==> config.mk <==
export PLATFORM = sky130hd
export DESIGN_NAME = uart_tx_arb
export DESIGN_NICKNAME = d
export VERILOG_FILES = /design/src/rtl/uart_pkg.sv /design/src/rtl/rr_pick.sv /design/src/rtl/uart_tx_arb.sv
export SDC_FILE = /design/constraint.sdc
export NUM_CORES = 1
export LEC_CHECK = 0
export CORE_MARGIN = 8
export CORE_UTILIZATION = 36
export DETAILED_ROUTE_END_ITERATION = 12
export GPL_TIMING_DRIVEN = 0
export PLACE_DENSITY = 0.76
export SETUP_SLACK_MARGIN = 0.15
export SLEW_MARGIN = 20
export SYNTH_ARGS = -nofsm -noshare
export SYNTH_HDL_FRONTEND = slang
export SYNTH_SLANG_ARGS = --single-unit
==> constraint.sdc <==
create_clock -name clk -period 2.77 [get_ports clk]
set_clock_uncertainty 0.05 [all_clocks]
set_input_delay 0.831 -clock clk [delete_from_list [all_inputs] [get_ports clk]]
set_output_delay 0.831 -clock clk [all_outputs]
set_load 0.05 [all_outputs]
==> src/rtl/uart_pkg.sv <==
// Shared types and helpers for the uart_tx arbiter slice: state encoding,
// default byte width and a constant-evaluable ceil(log2) helper.
package uart_pkg;

    typedef enum logic [1:0] {
        IDLE  = 2'd0,
        ISSUE = 2'd1,
        WAIT  = 2'd2
    } arb_state_e;

    localparam int UART_DATA_WIDTH = 8;

    // ceil(log2(value)); returns 0 for value <= 1
    function automatic int clog2(input int value);
        int result;
        int rem;
        result = 0;
        rem    = value - 1;
        while (rem > 0) begin
            result = result + 1;
            rem    = rem >> 1;
        end
        return result;
    endfunction

endpackage

==> src/rtl/rr_pick.sv <==
// Combinational round-robin selector: scans req starting one past the
// previous winner, wrapping modulo NUM_REQ; the first set bit wins.
module rr_pick #(
    parameter int NUM_REQ = 4,
    parameter int IDX_W   = 2
) (
    input  logic [NUM_REQ-1:0] req,
    input  logic [IDX_W-1:0]   last,
    output logic [NUM_REQ-1:0] winner,
    output logic [IDX_W-1:0]   winner_idx,
    output logic               valid
);

    logic [IDX_W-1:0] pick_idx_s;
    logic             pick_vld_s;

    // Rotating priority scan over offsets 1..NUM_REQ from the last winner
    always_comb begin
        pick_idx_s = '0;
        pick_vld_s = 1'b0;
        for (int off = 1; off <= NUM_REQ; off++) begin
            int               cand;
            logic [IDX_W-1:0] cand_idx;
            logic             hit;
            cand       = (int'(last) + off) % NUM_REQ;
            cand_idx   = IDX_W'(cand);
            hit        = req[cand_idx] & ~pick_vld_s;
            pick_idx_s = hit ? cand_idx : pick_idx_s;
            pick_vld_s = pick_vld_s | hit;
        end
    end

    // One-hot expansion of the selected index
    always_comb begin
        winner = '0;
        for (int i = 0; i < NUM_REQ; i++) begin
            winner[i] = pick_vld_s && (pick_idx_s == IDX_W'(i));
        end
    end

    assign winner_idx = pick_idx_s;
    assign valid      = pick_vld_s;

endmodule

==> src/rtl/uart_tx_arb.sv <==
// Round-robin arbiter/sequencer sharing one uart_tx among NUM_REQ byte sources.
// Optional WAIT-state watchdog enabled by defining UART_TX_ARB_TIMEOUT_EN.
module uart_tx_arb
    import uart_pkg::*;
#(
    parameter int NUM_REQ        = 4,
    parameter int DATA_WIDTH     = UART_DATA_WIDTH,
    parameter int TIMEOUT_CYCLES = 1_200_000
) (
    input  logic                          clk,
    input  logic                          rst,
    input  logic [NUM_REQ-1:0]            req,
    input  logic [NUM_REQ*DATA_WIDTH-1:0] din_bus,
    output logic [NUM_REQ-1:0]            gnt,
    output logic [NUM_REQ-1:0]            done,
    output logic                          busy,
    output logic                          err,
    output logic                          tx_wr_en,
    output logic [DATA_WIDTH-1:0]         tx_din,
    input  logic                          tx_done
);

    localparam int IDX_W = clog2(NUM_REQ);

    if ((NUM_REQ < 2) || (NUM_REQ > 16)) begin : g_bad_num_req
        $error("uart_tx_arb: NUM_REQ must be in 2..16");
    end
    if (TIMEOUT_CYCLES < 1) begin : g_bad_timeout
        $error("uart_tx_arb: TIMEOUT_CYCLES must be at least 1");
    end

    arb_state_e              state_r;
    logic [IDX_W-1:0]        last_r;
    logic [IDX_W-1:0]        owner_r;
    logic [DATA_WIDTH-1:0]   tx_din_r;
    logic                    tx_wr_en_r;
    logic                    busy_r;
    logic [NUM_REQ-1:0]      done_r;

    logic [NUM_REQ-1:0]      win_oh_s;
    logic [IDX_W-1:0]        win_idx_s;
    logic                    win_vld_s;
    logic                    grant_s;
    logic [DATA_WIDTH-1:0]   win_data_s;
    logic [NUM_REQ-1:0]      owner_oh_s;

    rr_pick #(
        .NUM_REQ (NUM_REQ),
        .IDX_W   (IDX_W)
    ) u_rr_pick (
        .req        (req),
        .last       (last_r),
        .winner     (win_oh_s),
        .winner_idx (win_idx_s),
        .valid      (win_vld_s)
    );

    // Grant is combinational so the requester sees it in the cycle its byte is taken
    always_comb begin
        grant_s = (state_r == IDLE) && win_vld_s && rst;
        if (grant_s) begin
            gnt = win_oh_s;
        end else begin
            gnt = '0;
        end
    end

    // Select the winning requester's byte from the flat bus
    always_comb begin
        win_data_s = '0;
        for (int i = 0; i < NUM_REQ; i++) begin
            if (win_idx_s == IDX_W'(i)) begin
                win_data_s = din_bus[i*DATA_WIDTH +: DATA_WIDTH];
            end else begin
                win_data_s = win_data_s;
            end
        end
    end

    // One-hot decode of the current owner for the completion pulse
    always_comb begin
        owner_oh_s = '0;
        for (int i = 0; i < NUM_REQ; i++) begin
            owner_oh_s[i] = (owner_r == IDX_W'(i));
        end
    end

`ifdef UART_TX_ARB_TIMEOUT_EN
    localparam int CNT_W = clog2(TIMEOUT_CYCLES + 1);

    logic [CNT_W-1:0] wd_cnt_r;
    logic             err_r;

    assign err = err_r;
`else
    assign err = 1'b0;
`endif

    // Arbiter FSM with owner/last tracking, data capture and optional watchdog
    always_ff @(posedge clk) begin
        if (!rst) begin
            state_r    <= IDLE;
            last_r     <= IDX_W'(NUM_REQ - 1);
            owner_r    <= '0;
            tx_din_r   <= '0;
            tx_wr_en_r <= 1'b0;
            busy_r     <= 1'b0;
            done_r     <= '0;
`ifdef UART_TX_ARB_TIMEOUT_EN
            wd_cnt_r   <= '0;
            err_r      <= 1'b0;
`endif
        end else begin
            tx_wr_en_r <= 1'b0;
            done_r     <= '0;
`ifdef UART_TX_ARB_TIMEOUT_EN
            err_r      <= 1'b0;
`endif
            case (state_r)
                IDLE: begin
                    if (grant_s) begin
                        state_r    <= ISSUE;
                        last_r     <= win_idx_s;
                        owner_r    <= win_idx_s;
                        tx_din_r   <= win_data_s;
                        tx_wr_en_r <= 1'b1;
                        busy_r     <= 1'b1;
                    end
                end
                ISSUE: begin
                    state_r <= WAIT;
`ifdef UART_TX_ARB_TIMEOUT_EN
                    wd_cnt_r <= '0;
`endif
                end
                WAIT: begin
                    // Completion wins over a watchdog expiry in the same cycle
                    if (tx_done) begin
                        state_r <= IDLE;
                        busy_r  <= 1'b0;
                        done_r  <= owner_oh_s;
                    end
`ifdef UART_TX_ARB_TIMEOUT_EN
                    else if (wd_cnt_r == CNT_W'(TIMEOUT_CYCLES - 1)) begin
                        state_r <= IDLE;
                        busy_r  <= 1'b0;
                        err_r   <= 1'b1;
                    end else begin
                        wd_cnt_r <= wd_cnt_r + CNT_W'(1);
                    end
`endif
                end
                default: begin
                    state_r <= IDLE;
                    busy_r  <= 1'b0;
                end
            endcase
        end
    end

    assign tx_din   = tx_din_r;
    assign tx_wr_en = tx_wr_en_r;
    assign busy     = busy_r;
    assign done     = done_r;

endmodule

==> impl_metrics.ini, run 1 <==
[routing]
ant_nets = 0
wire_per_inst_um = 14.90
route.detailed.drc = 0
first_iter_violations = 33
dr_total_vias = 1314
first_pass_iters = 5
wl_um = 3784
viasPerCell = 5.173

[sta]
setup_tns_ps = -1096
rsz0062_at_grt = true
tightest_slew_ps = 654.2
timing.fmax_ghz = 0.3262
hold_viol = 0
relSlewSlack = 0.5638
drv_slew = 0
finalSetupViolations = 4
fin_ws_ps = -295.9
min_period_over_period = 1.107
finalCriticalPeriod_ps = 3066

[synth]
syn_inst = 138
yosysWarnings = 0
synth_cell_types = 35
yosysSeqAreaShare = 0.3437
syn_area_per_cell_um2 = 8.441
ys_seq_elements = 20
synth_edf_count = 0
yosysMostFrequentCell = dfxtp_1
netlist.area_leader.share = 0.3437
synth_common_cells = dfxtp_1, a21oi_1, inv_1, mux2i_1, nand2_1
synth_area_mm2 = 0.001165
synth_area_leaders = dfxtp_1, mux2i_1, a21oi_1, o31ai_2, o211ai_1
async_flop_share = 0
yosysTopAreaCell = dfxtp_1
synthFlopType = dfxtp_1
synth_nets = 177

[worst_setup_path]
endpoint = gnt[3]
rr_worst_depth = 8
startpoint_type = input port
cp.required_ps = 1890
r2r-end = tx_din[7]
arrival_ps = 2180
crit_fanout = 5
cp-end-kind = output port
rrSetupSlack_ps = 720
cp-startpoint = req[0]
timing.rr.start = last_r[1]
setup.worst_path.class = input port to output port

[clock_network]
cts_sinks = 20
clk_latency_ps = 300
clk_pin_slew_ps = 120
h-tree-depth = 1
cts-buffers-inserted = 3
cts.path.max_buffers = 2
tritoncts = built
cts_hold_buf = 0
root_buffer = clkbuf_4

[power_and_ir_drop]
leakage_nw = 0.8121
p_int_mw = 0.7062
ir_drop_mv = 0.3252
netSwitchingFraction = 0.3649
power.density_mw_per_mm2 = 545.2
switchingPower_mw = 0.4058
power.share.clock = 0.218
seqPwrFrac = 0.314
combPwrFrac = 0.469

[run_status]
run_status = finished with violations
violations = negative setup slack

[die]
die_area_mm2 = 0.005312
rows = 20
coreArea_mm2 = 0.003078
die_h_um = 72.89
die_w_um = 72.89
start_util = 0.3785
ioPinCount = 58

[grt]
grt_pass1_wl_um = 6437
grt_max_degree = 13
gr-total-overflow = 0
antenna_found_initial = 0
first_global_vias = 1393
grt_use_total = 0.1500

[final_layout]
drive_above_1_share = 0.2333
nets = 250
area_delta_synth_final_pct = 75.08
utilization = 0.6626
stdcell_area_mm2 = 0.002039
diodes = 0

[placed_design]
gp_congestion = 0.7757
dp_hpwl_um = 2898
placed_area_mm2 = 0.001829
port_buffers = 55

[run]
maxCapViolCount = 0

[min_path]
holdCritPathClass = flip-flop to flip-flop
## how the worst min path moves through the flow
| stage | start | endpoint | cells past startpoint |
|---|---|---|---|
| 2_1_floorplan | owner_r[0] | done[2] | 1 |
| 3_3_place_gp | owner_r[0] | done[2] | 1 |
| 3_5_place_dp | owner_r[0] | done[2] | 1 |
| 4_1_cts | owner_r[0] | done[2] | 1 |
| 5_1_grt | owner_r[0] | done[2] | 1 |
| 6_report | owner_r[0] | done[2] | 1 |
## cell families (layout without fill, tap and decap cells)
family | count (synthesis) | count (layout) | synth area share
flip-flops | 20 | 20 | 0.3437
multiplexers | 9 | 9 | 0.07734
AO/OA/AOI/OAI | 53 | 53 | 0.3437
buffers and inverters | 19 | 91 | 0.07411
other | 1 | 1 | 0.003219
AND/OR/NAND/NOR | 36 | 36 | 0.1579
## final cells by class
class,count,area [um2]
multi-input combinational,99,754.5
sequential,20,400.4
timing repair buffer,68,681.9
fill,256,1039
tap,44,55.05
clock buffer,3,22.52
inverter,11,41.29
clock inverter,1,30.03
buffer,8,53.80
## flip-flops by register name (all words and copies together) (netlist names)
name	count
busy	1
done	4
last_r	2
owner_r	2
state_r	2
tx_din	8
tx_wr_en	1
## critical path, stage by stage
cell and delay [ps]:
buf_8 100, or2_1 240, a22o_2 230, a221oi_4 290
buf_6 170, and3_4 180, buf_8 140
## power groups by stage
stage / sequential (mW) / clock (mW) / combinational (mW)
detailed placement: 0.354 / 0 / 0.464
finish: 0.349 / 0.242 / 0.521
floorplan: 0.432 / 0 / 0.230
global route: 0.354 / 0.253 / 0.557
global placement: 0.352 / 0 / 0.459
CTS: 0.349 / 0.244 / 0.516
## metrics by stage
stage	setup WS (ps)	hold slack, ps	total power [mW]	instances
6_report	-295.9	427.5	1.112	254
2_1_floorplan	-317.5	372.7	0.6615	138
5_1_grt	-355.3	431.4	1.164	254
4_1_cts	-337.5	417.7	1.109	252
3_3_place_gp	-1695	379.0	0.8106	237
3_5_place_dp	-1737	397.7	0.8174	237
## placed cells by master, fill, tap and decap left out, types with 2 or more instances in the layout
master | synthesis | routed
a21oi_1 | 14 | 14
nor2b_1 | 2 | 2
nor2_1 | 6 | 5
buf_12 | 0 | 2
clkbuf_4 | 0 | 3
buf_2 | 3 | 2
a21o_1 | 5 | 5
nand2_1 | 9 | 7
o211ai_1 | 8 | 8
clkbuf_1 | 3 | 3
dfxtp_1 | 20 | 20
inv_1 | 11 | 10
buf_8 | 0 | 3
nor3_1 | 6 | 4
mux2i_1 | 9 | 9
buf_4 | 1 | 13
clkdlybuf4s50_1 | 0 | 47
o31ai_2 | 5 | 5
nor3_4 | 0 | 2
a32oi_1 | 3 | 3
o21ai_0 | 7 | 7
a211oi_1 | 4 | 4
nand2b_1 | 5 | 5
buf_6 | 1 | 5
## routing by layer
layer / vias up / global-route usage / share of wire / routed length [um]
met1: 613 / 0.1548 / 0.40 / 1521
met2: 50 / 0.2654 / 0.50 / 1898
met4: 0 / 0.05111 / 0.011 / 40
met3: 5 / 0.06181 / 0.085 / 323
met5: - / 0 / 0 / 0
li1: 646 / - / - / -
## what timing repair did
action	CTS	global route
pin swaps	8	4
resized for setup	54	3
setup endpoints to repair	16	4
setup buffers	11	2
Note: power is estimated with default switching activity, not from simulation.
==> run 2, diff against run 1 <==
--- a/config.mk
+++ b/config.mk
@@ -5,11 +5,12 @@
 export SDC_FILE = /design/constraint.sdc
 export NUM_CORES = 1
 export LEC_CHECK = 0
+export ABC_AREA = 1
 export CORE_MARGIN = 8
-export CORE_UTILIZATION = 36
+export CORE_UTILIZATION = 38
 export DETAILED_ROUTE_END_ITERATION = 12
-export GPL_TIMING_DRIVEN = 0
-export PLACE_DENSITY = 0.76
+export GPL_TIMING_DRIVEN = 1
+export PLACE_DENSITY = 0.77
 export SETUP_SLACK_MARGIN = 0.15
 export SLEW_MARGIN = 20
 export SYNTH_ARGS = -nofsm -noshare
==> run 2 against run 1 <==
Compared with the run above:
- the flow still finishes with violations (negative setup slack)
- clock power hardly changed
- synthesized cell count up 49%
- core utilization grew 7.5 points
- critical path type unchanged
- largest cell class unchanged
==> impl_metrics.ini, run 2 <==
[clock_network]
cts_sinks = 20
cts_hold_buf = 0
h-tree-depth = 1
tritoncts = built
cts-buffers-inserted = 3
root_buffer = clkbuf_4
cts.path.max_buffers = 2
clk_latency_ps = 310
clk_pin_slew_ps = 120

[sta]
drv_slew = 0
rsz0062_at_grt = true
hold_viol = 0
finalCriticalPeriod_ps = 2906
hold_slack_ps = 424.1
setup_tns_ps = -441.3
min_period_over_period = 1.049
relSlewSlack = 0.6501
finalSetupViolations = 4
fin_ws_ps = -135.6
tightest_slew_ps = 523.2
timing.fmax_ghz = 0.3442

[final_layout]
largest_reg_flops = 8
multiInputGateArea_um2 = 965.9
nets = 334
stdcell_area_mm2 = 0.002462
regArea_um2 = 407.9
mostFrequentLayoutCell = clkdlybuf4s50_1
num-fill-cells = 273
utilization = 0.7379
diodes = 0
area_delta_synth_final_pct = 87.07
drive_above_1_share = 0.3503
final_cell_mix = clkdlybuf4s50_1, nand2_1, buf_4

[grt]
grt_use_total = 0.1553
grt_pass1_wl_um = 6920
antenna_found_initial = 0
grt_max_degree = 13
first_global_vias = 1616
gr-total-overflow = 0

[synth]
netlist.area_leader.share = 0.3042
async_flop_share = 0
synth_area_leaders = dfxtp_1, nand2_1, nand3_1, nor2_1, a21oi_1
yosysTopAreaCell = dfxtp_1
synthFlopType = dfxtp_1
yosysMostFrequentCell = nand2_1
synth_nets = 245
yosysSeqAreaShare = 0.3042
synth_area_mm2 = 0.001316
ys_seq_elements = 20
syn_area_per_cell_um2 = 6.390
synth_cell_types = 25
synth_edf_count = 0
synth_common_cells = nand2_1, nand3_1, nor2_1, dfxtp_1, inv_1
yosysWarnings = 0
syn_inst = 206

[min_path]
holdCritPathClass = flip-flop to flip-flop
holdPathEnd = busy
hold_depth = 2
worstHoldStart = busy

[power_and_ir_drop]
seqPwrFrac = 0.130
leakage_nw = 1.138
netSwitchingFraction = 0.5047
power.share.clock = 0.063
switchingPower_mw = 1.959
ir_drop_mv = 1.156
power.density_mw_per_mm2 = 1576
combPwrFrac = 0.808
p_int_mw = 1.922

[routing]
route.detailed.drc = 0
first_iter_violations = 71
ant_nets = 0
viasPerCell = 4.750
first_pass_iters = 4
wl_um = 4214
wire_per_inst_um = 12.39
dr_total_vias = 1615

[die]
rows = 21
coreArea_mm2 = 0.003337
start_util = 0.3945
die_area_mm2 = 0.005603
ioPinCount = 58
die_w_um = 74.86
die_h_um = 74.86

[worst_setup_path]
timing.rr.start = last_r[0]
rrSetupSlack_ps = 450
startpoint_type = input port
slowest_delay_ps = 160
cp_common_cell = nand2_4
crit_slowest_cell = nor2_8
cp-end-kind = output port
path_cells = buf_8 -> nand2_4 -> nand2_4 -> nand2_4 -> nand2_4 -> nor2_8 -> nand3_4 -> nand3_2 -> nand2_4 -> inv_6 -> nand2_4 -> nor2_4 -> buf_12
crit_fanout = 5
arrival_ps = 2020
setup.worst_path.class = input port to output port
rr_worst_depth = 17
r2r-end = tx_din[4]
cp.required_ps = 1890

[placed_design]
port_buffers = 56
dp_hpwl_um = 3193
placed_area_mm2 = 0.002188
dp_slack_ps = -653.3
gp_congestion = 0.8502

[run]
maxCapViolCount = 0

[run_status]
run_status = finished with violations
violations = negative setup slack
-- run 2: how the worst max path moves through the flow --
| stage | depth (start not counted) | end | from | slack [ps] |
|---|---|---|---|---|
| 2_1_floorplan | 11 | gnt[2] | req[3] | -40 |
| 3_3_place_gp | 13 | gnt[3] | req[2] | -610 |
| 3_5_place_dp | 13 | gnt[3] | req[2] | -650 |
| 4_1_cts | 12 | gnt[3] | req[2] | -120 |
| 5_1_grt | 13 | gnt[2] | req[2] | -210 |
| 6_report | 13 | gnt[2] | req[2] | -140 |
-- run 2: worst max-delay path: cells and delay by family --
kind / cells / cell delay (ps)
buf+inv: 3 / 340
simple gates: 10 / 850
-- run 2: timing repair --
action,in CTS,in global routing
gates cloned,0,0
endpoints found under the setup margin,6,4
pin swaps,19,12
setup buffers,9,6
resized for setup,43,7
-- run 2: metal layers --
layer,vias to the layer above,share of wire,wire (um),track usage
met1,735,0.43,1809,0.1795
met3,4,0.077,325,0.05992
met2,50,0.48,2035,0.2658
met5,-,0,0,0
met4,0,0.010,43,0.02609
li1,826,-,-,-
-- run 2: power groups by stage --
stage	clock [mW]	sequential, mW	combinational, mW
floorplan	0	0.729	1.62
global placement	0	0.490	2.63
detailed placement	0	0.491	2.66
CTS	0.246	0.493	2.97
global route	0.256	0.523	3.38
finish	0.243	0.504	3.13
-- run 2: area by class of cell --
type	instances	area share
inverter	21	0.03913
multi-input combinational	158	0.3923
clock buffer	3	0.009146
tap	46	0.02337
sequential	20	0.1657
timing repair buffer	91	0.3582
clock inverter	1	0.01220
-- run 2: kinds of logic (layout without fill, tap and decap cells) --
kind of cell,after synthesis,after routing,synth area share
AND/OR/NAND/NOR,134,134,0.4943
buffers and inverters,28,116,0.1055
AO/OA/AOI/OAI,23,23,0.09315
flip-flops,20,20,0.3042
other,1,1,0.002849
-- run 2: stage by stage --
stage	std cells	power, mW
2_1_floorplan	206	2.347
3_3_place_gp	321	3.119
3_5_place_dp	321	3.154
4_1_cts	334	3.709
5_1_grt	340	4.159
6_report	340	3.882
==> run 3, diff against run 2 <==
--- a/config.mk
+++ b/config.mk
@@ -9,7 +9,7 @@
 export CORE_MARGIN = 8
 export CORE_UTILIZATION = 38
 export DETAILED_ROUTE_END_ITERATION = 12
-export GPL_TIMING_DRIVEN = 1
+export GPL_TIMING_DRIVEN = 0
 export PLACE_DENSITY = 0.77
 export SETUP_SLACK_MARGIN = 0.15
 export SLEW_MARGIN = 20
==> run 3 against run 2 <==
Compared with the run above:
- the run still ends with negative setup slack left
- final cell count decreased by 3.8%
- setup slack got worse by 77 ps
- via count decreased by 2.7%
- critical path depth decreased by 1
- wire length increased by 8.2%
- design area decreased by 0.46%
- register-to-register slack improved by 130 ps
- non-clock buffer count decreased by 13
- sequential share of layout area about the same
- hold slack improved by 5.3 ps
- clock-buffer cell count unchanged
- critical endpoint is now gnt[3]
- highest routed layer unchanged
==> impl_metrics.ini, run 3 (same netlist as run 2, synthesis figures left out) <==
[worst_setup_path]
slowest_delay_ps = 170
crit_buf_inv = 3
cp_common_cell = nand2_4
crit_slowest_cell = nor2_8
path_cells = buf_8 -> nand2_4 -> nand2_4 -> nand2_4 -> nand2_4 -> nor2_8 -> nand3_4 -> nand3_4 -> nand2_8 -> buf_8 -> nor2_4 -> buf_8
startpoint_type = input port
cp-end-kind = output port
crit_fanout = 5
setup.worst_path.class = input port to output port
crit_family = simple AND/OR/NAND/NOR gates
arrival_ps = 2100
cp.required_ps = 1890

[die]
rows = 21
coreArea_mm2 = 0.003337
die_w_um = 74.86
die_area_mm2 = 0.005603
start_util = 0.3945
ioPinCount = 58
die_h_um = 74.86

[routing]
first_pass_iters = 4
wl_um = 4560
first_iter_violations = 94
dr_total_vias = 1571
ant_nets = 0
viasPerCell = 4.804
wire_per_inst_um = 13.94
route.detailed.drc = 0

[run_status]
run_status = finished with violations
violations = negative setup slack

[placed_design]
port_buffers = 56
gp_congestion = 0.8262
placed_area_mm2 = 0.002059
dp_hpwl_um = 3141

[final_layout]
nets = 321
final_cell_mix = clkdlybuf4s50_1, nand2_1, nand3_1
stdcell_area_mm2 = 0.002451
drive_above_1_share = 0.3310
area_delta_synth_final_pct = 86.22
num-fill-cells = 265
mostFrequentLayoutCell = clkdlybuf4s50_1
diodes = 0
largest_reg_flops = 8

[min_path]
holdCritPathClass = flip-flop to flip-flop

[clock_network]
cts.path.max_buffers = 2
tritoncts = built
h-tree-depth = 1
cts_sinks = 20
root_buffer = clkbuf_4
clk_pin_slew_ps = 130
clk_latency_ps = 310
cts-buffers-inserted = 3

[sta]
finalCriticalPeriod_ps = 2983
min_period_over_period = 1.077
timing.fmax_ghz = 0.3352
relSlewSlack = 0.6400
drv_slew = 0
fin_ws_ps = -213.0
finalSetupViolations = 4
tightest_slew_ps = 538.3
hold_viol = 0
rsz0062_at_grt = true

[grt]
gr-total-overflow = 0
grt_max_degree = 13
grt_pass1_wl_um = 7514
grt_use_total = 0.1702
first_global_vias = 1631
antenna_found_initial = 0

[run]
maxCapViolCount = 0
==> run 3: cell count changes in the layout (fill, tap and decap cells not counted), moves of 3 or more <==
cell     before  now
buf_8         1    7
buf_4        32   15
inv_8         0    3
buf_12        4    1
nand2_8       0    4
==> run 3: final timing paths <==
path,start,cells past startpoint,slack [ps],end
worst max register to register,last_r[0],15,580,tx_din[7]
worst max-delay path,req[2],12,-210,gnt[3]
worst min register to register,owner_r[0],1,430,done[2]
worst min-delay path,owner_r[0],1,430,done[2]
==> run 3: metal layers <==
layer	wire length, um	vias to the layer above	global-route usage
met4	23	0	0.03913
met3	342	2	0.05726
met2	2215	50	0.2917
met1	1978	712	0.1975
met5	0	-	0
li1	-	807	-
==> run 3: layout make-up <==
class,instances,area (um2),share of cell area
buffer,7,83.83,0.03420
clock buffer,3,22.52,0.009188
clock inverter,1,30.03,0.01225
inverter,21,113.9,0.04645
multi-input combinational,158,1040,0.4242
sequential,20,405.4,0.1654
tap,46,57.56,0.02348
timing repair buffer,71,698.2,0.2848
==> run 3: stage by stage <==
step | utilization | worst slack (ps) | cells | hold slack [ps] | TNS [ps]
floorplan | - | -44.70 | 206 | 391.8 | -122.0
global placement | 0.6172 | -1447 | 308 | 402.0 | -5929
detailed placement | 0.6172 | -1462 | 308 | 408.1 | -6146
CTS | 0.7225 | -160.9 | 327 | 425.0 | -530.2
global route | 0.7345 | -261.6 | 327 | 457.7 | -980.1
finish | 0.7345 | -213.0 | 327 | 429.3 | -765.4
==> run 3: what timing repair did <==
action,4_1_cts,5_1_grt
hold buffers,0,0
gates cloned,1,0
setup endpoints to repair,4,4
buffers inserted,14,0
pin swaps,25,7
resized for setup,94,10
Power of run 3 is left out: the tool's default activity adds up to more than one toggle a clock period on the data nets, which glitch-free logic cannot reach.
